### config.mk
export PLATFORM = sky130hd
export DESIGN_NAME = timer_bank
export DESIGN_NICKNAME = d
export VERILOG_FILES = /design/src/rtl/timer_bank.sv
export SDC_FILE = /design/constraint.sdc
export NUM_CORES = 1
export LEC_CHECK = 0
export BUFFER_PORTS_ARGS = -buffer_cell sky130_fd_sc_hd__buf_2
export CAP_MARGIN = 10
export CORE_MARGIN = 2
export CORE_UTILIZATION = 63
export DETAILED_ROUTE_END_ITERATION = 12
export HOLD_SLACK_MARGIN = 0.06
export PLACE_DENSITY = 0.9
export SYNTH_ARGS = -nofsm -noshare
export SYNTH_HDL_FRONTEND = slang
export SYNTH_SLANG_ARGS = --single-unit
export TNS_END_PERCENT = 20
### constraint.sdc
create_clock -name clk -period 2.65 [get_ports clk]
set_input_delay 0.1325 -clock clk [delete_from_list [all_inputs] [get_ports clk]]
set_output_delay 0.1325 -clock clk [all_outputs]
set_load 0.01 [all_outputs]
### src/rtl/timer_bank.sv
// Bank of N_TIMERS independent up-counting timers. Each timer has a prescaler, reload-on-overflow,
// one-shot mode and a maskable interrupt. Registers are memory-mapped on a simple rd/wr bus.
module timer_bank #(
    parameter int          N_TIMERS = 4,
    parameter int          WIDTH    = 32,
    parameter int          PRE_W    = 16,
    parameter logic [31:0] BASE     = 32'h4000_0000
) (
    input  logic                clk,
    input  logic                reset,
    input  logic                rd,
    input  logic                wr,
    input  logic [31:0]         addr,
    input  logic [31:0]         wdata,
    output logic [31:0]         rdata,
    output logic                irqout,
    output logic [N_TIMERS-1:0] irq_vec
);

    logic [WIDTH-1:0]    th  [N_TIMERS];
    logic [WIDTH-1:0]    tl  [N_TIMERS];
    logic [PRE_W-1:0]    pre [N_TIMERS];
    logic [PRE_W-1:0]    pc  [N_TIMERS];
    logic [N_TIMERS-1:0] en, ie, pend, oneshot;

    logic [31:0]         off;
    logic [1:0]          reg_sel;
    logic                stat_sel;
    logic [N_TIMERS-1:0] ch_sel, tick, ovf;
    logic [N_TIMERS-1:0] wr_th, wr_tl, wr_tcon, wr_pre;
    logic                wr_stat;

    // Address decode and per-channel tick/overflow detection.
    always_comb begin
        off      = addr - BASE;
        reg_sel  = off[3:2];
        stat_sel = (off == 32'h0000_0100);
        wr_stat  = wr && stat_sel;
        for (int i = 0; i < N_TIMERS; i++) begin
            ch_sel[i]  = (off[31:4] == 28'(i)) && (off[1:0] == 2'b00);
            wr_th[i]   = wr && ch_sel[i] && (reg_sel == 2'd0);
            wr_tl[i]   = wr && ch_sel[i] && (reg_sel == 2'd1);
            wr_tcon[i] = wr && ch_sel[i] && (reg_sel == 2'd2);
            wr_pre[i]  = wr && ch_sel[i] && (reg_sel == 2'd3);
            tick[i]    = en[i] && (pc[i] == pre[i]);
            ovf[i]     = tick[i] && (tl[i] == '1);
        end
    end

    // NOTE: the register arrays are a handful of flops, not a RAM macro, so they take the async reset.
    always_ff @(posedge clk or negedge reset) begin
        if (!reset) begin
            for (int i = 0; i < N_TIMERS; i++) begin
                th[i]  <= '0;
                tl[i]  <= '0;
                pre[i] <= '0;
                pc[i]  <= '0;
            end
            en      <= '0;
            ie      <= '0;
            pend    <= '0;
            oneshot <= '0;
        end else begin
            // NOTE: non-blocking assignments mean an overflow reloads TL from the pre-edge TH.
            for (int i = 0; i < N_TIMERS; i++) begin
                if (wr_th[i])
                    th[i] <= wdata[WIDTH-1:0];

                if (wr_tl[i])
                    tl[i] <= wdata[WIDTH-1:0];
                else if (ovf[i])
                    tl[i] <= th[i];
                else if (tick[i])
                    tl[i] <= tl[i] + WIDTH'(1);

                if (wr_pre[i])
                    pre[i] <= wdata[PRE_W-1:0];

                if (wr_pre[i] || !en[i] || tick[i])
                    pc[i] <= '0;
                else
                    pc[i] <= pc[i] + PRE_W'(1);

                // A TCON write overrides the one-shot auto-disable.
                if (wr_tcon[i])
                    en[i] <= wdata[0];
                else if (ovf[i] && oneshot[i])
                    en[i] <= 1'b0;

                if (wr_tcon[i]) begin
                    ie[i]      <= wdata[1];
                    oneshot[i] <= wdata[3];
                end

                // Setting beats a simultaneous W1C so no interrupt is lost.
                if (ovf[i] && ie[i])
                    pend[i] <= 1'b1;
                else if ((wr_tcon[i] && wdata[2]) || (wr_stat && wdata[i]))
                    pend[i] <= 1'b0;
            end
        end
    end

    assign irq_vec = pend & ie;
    assign irqout  = |irq_vec;

    always_comb begin
        rdata = '0;
        if (rd) begin
            if (stat_sel)
                rdata = 32'(pend);
            for (int i = 0; i < N_TIMERS; i++) begin
                if (ch_sel[i]) begin
                    case (reg_sel)
                        2'd0:    rdata = 32'(th[i]);
                        2'd1:    rdata = 32'(tl[i]);
                        2'd2:    rdata = 32'({oneshot[i], pend[i], ie[i], en[i]});
                        default: rdata = 32'(pre[i]);
                    endcase
                end
            end
        end
    end

endmodule

==> flow_metrics.env <==
export IMPL_p_leak_nw=12.8
export IMPL_die_area_um2=40500
export IMPL_ys_seq_area_frac=0.408
export IMPL_violations="setup timing"
export IMPL_clkSlewWorstSetupHoldPaths_ns=0.06
export IMPL_crit_arrival_ns=2.53
export IMPL_gp_congestion=1.05
export IMPL_clock_tree_buffer_depth=3
export IMPL_cts_inserted_buffers=44
export IMPL_grt_max_degree=72
export IMPL_cts_tree="yes"
export IMPL_hold_viol=0
export IMPL_layout_min_cycle_time_ns=2.66
export IMPL_cpMostUsedCell="buf_2"
export IMPL_floorplan_initialDensity=0.636
export IMPL_clock_latency_ns=0.60
export IMPL_fmax_mhz=376
export IMPL_power_density_nw_per_um2=460
export IMPL_worst_path_max_delay_cell="or4_1"
export IMPL_p_total_mw=13.0
export IMPL_drt_antenna_violating_nets=0
export IMPL_peakVddDrop_mv=0.516
export IMPL_grt_use_total=0.449
export IMPL_wl_per_cell_um=27.8
export IMPL_dp_hpwl_mm=65.3
export IMPL_syn_instance_count=2530
export IMPL_setup_slack_ns=-0.0118
export IMPL_slowest_delay_ns=0.60
export IMPL_path_class="primary input to output pin"
export IMPL_synth_edf_count=0
export IMPL_final_nets=2799
export IMPL_layout_common_cells="dfrtp_1, nand2_1, nor2_1"
export IMPL_port_buffers=104
export IMPL_overflow=0
export IMPL_layout_commonest_cell="dfrtp_1"
export IMPL_setup_viol=1
export IMPL_drv_cap=0
export IMPL_die_h_um=201
export IMPL_synthToLayoutAreaGrowth_pct=15.7
export IMPL_syn_nets=2606
export IMPL_status="complete, but fails checks"
export IMPL_fin_worst_skew_ns=0.0264
export IMPL_dr_pass1_iters=7
export IMPL_ys_ff_latch=400
export IMPL_drc=0
export IMPL_detail_route_iter0_violations=3006
export IMPL_tightest_slew_ns=0.829
export IMPL_required_ns=2.52
export IMPL_path_cells="buf_2 -> nor4_2 -> nand4_1 -> buf_12 -> or4_1 -> a21oi_2 -> o31ai_1 -> nor2_1 -> buf_4 -> buf_2"
export IMPL_syn_cell_area_um2=24500
export IMPL_drv_slew=0
export IMPL_coreArea_um2=38600
export IMPL_antenna_found_initial=2
export IMPL_vias=23000
export IMPL_critPathCaptureType="output pin"
export IMPL_num_rows=72
export IMPL_io_pins=105
export IMPL_max_slew_margin=0.447
export IMPL_clock_sinks=400
export IMPL_wl_mm=91.0
export IMPL_yosysWarnings=0
export IMPL_hp_class="primary input to asynchronous set/reset pin"
export IMPL_ys_async_sr_fraction=1.00
export IMPL_path_max_fanout=14
export IMPL_routed_via_density=7.03
export IMPL_clockRootBuffer="clkbuf_16"
export IMPL_die_x_um=201
export IMPL_ys_types=96
export IMPL_drive_gt1_frac=0.225
export IMPL_ys_flop_type="dfrtp_1"
export IMPL_grt_pass1_vias=22700
export IMPL_fin_crit_sh=1.00
export IMPL_utilization=0.736
export IMPL_critical_path_startpoint_type="primary input"
export IMPL_cts_htree_levels=2
export IMPL_grt_pass1_wl_mm=139
export IMPL_syn_avg_cell_area_um2=9.70
[what timing repair did]
action | CTS | global route
resized for setup | 1 | 9
hold endpoints to repair | 387 | 0
hold buffers | 32 | 0
setup buffers | 0 | 0
pin swaps | 0 | 1
setup endpoints to repair | 1 | 5
[final timing paths]
kind / start / depth (start not counted) / endpoint / slack, ns
max: addr[11] / 10 / rdata[3] / -0.01
min: reset / 2 / th[121] / 0.12
max reg2reg: pc[22] / 7 / tl[58] / 0.09
min reg2reg: th[40] / 1 / th[40] / 0.53
max in group asynchronous: reset / 3 / pc[22] / 1.67
min in group clk: wdata[9] / 3 / tl[73] / 0.12
[power breakdown]
group	internal (mW)	switching (mW)
clock network	3.52	2.61
registers	6.11	0.00491
logic	0.229	0.576
total	9.86	3.19
[registers in the layout, summed over array words and instances, names as in the netlist]
name	count
en	4
ie	4
oneshot	4
pc	64
pend	4
pre	64
th	128
tl	128
[routing by layer]
layer,global-route usage,vias to the layer above,routed length [um]
met5,0,-,11
met4,0.248,2,5690
met3,0.145,326,12000
met2,0.647,1624,38500
met1,0.602,11400,34800
li1,-,9728,-
[cell usage after synthesis (all sizes together), types with 12 or more instances]
library cell  number  area (um^2)
a2111oi           22          211
a211oi            15          113
a21o              12         90.1
a21oi             74          370
a222oi            12          120
a31oi             25          156
and2              37          231
and3              53          332
and4              29          255
buf               71          405
clkbuf            91          345
dfrtp            400        10000
inv               43          161
mux2             196         2210
mux2i            142         1420
mux4              16          360
nand2            275         1030
nand2b            14         87.6
nand3             91          480
nand4             70          478
nor2             192          738
nor3              51          304
nor4              49          479
o211ai            13         97.6
o21ai            152          764
o221ai            19          166
o22ai             19          119
o31ai             28          210
or4               12          105
xnor2             99          867
xor2              54          473
[metrics by stage]
step           worst slack, ns  setup TNS, ns  hold slack [ns]  cells  cell area, um^2
5_1_grt                -0.0198        -0.0198            0.135   3275            28400
3_3_place_gp             0.149              0            0.149   3163            26600
2_1_floorplan            0.367              0           -0.163   2530            24500
6_report               -0.0118        -0.0118            0.116   3277            28400
3_5_place_dp            0.0894              0            0.146   3163            26600
4_1_cts                 0.0847              0           0.0810   3274            28300
[worst max-delay path, delay by kind of cell]
| kind | cells | cell delay, ns |
|---|---|---|
| AND/OR/NAND/NOR | 4 | 1.49 |
| AO/OA/AOI/OAI | 2 | 0.26 |
| buffers and inverters | 4 | 0.64 |
[cell type report]
type,count,area [um^2]
timing repair buffer,309,2470
antenna,3,7.51
clock buffer,66,1320
clock inverter,13,100
fill,2801,10200
tap,518,648
multi-input combinational,1924,13700
sequential,400,10000
inverter,44,165
[logic make-up (layout without fill, tap and decap cells)]
| logic type | Yosys count | in the layout | synth area share |
|---|---|---|---|
| xor+xnor | 153 | 153 | 0.0546 |
| fa+ha+maj | 8 | 8 | 0.00408 |
| compound gates | 503 | 503 | 0.139 |
| flops | 400 | 400 | 0.408 |
| other cells | 0 | 3 | 0 |
| buf+inv | 206 | 432 | 0.0373 |
| simple gates | 906 | 906 | 0.195 |
| mux | 354 | 354 | 0.163 |
Power figures use the tool's default switching activity.
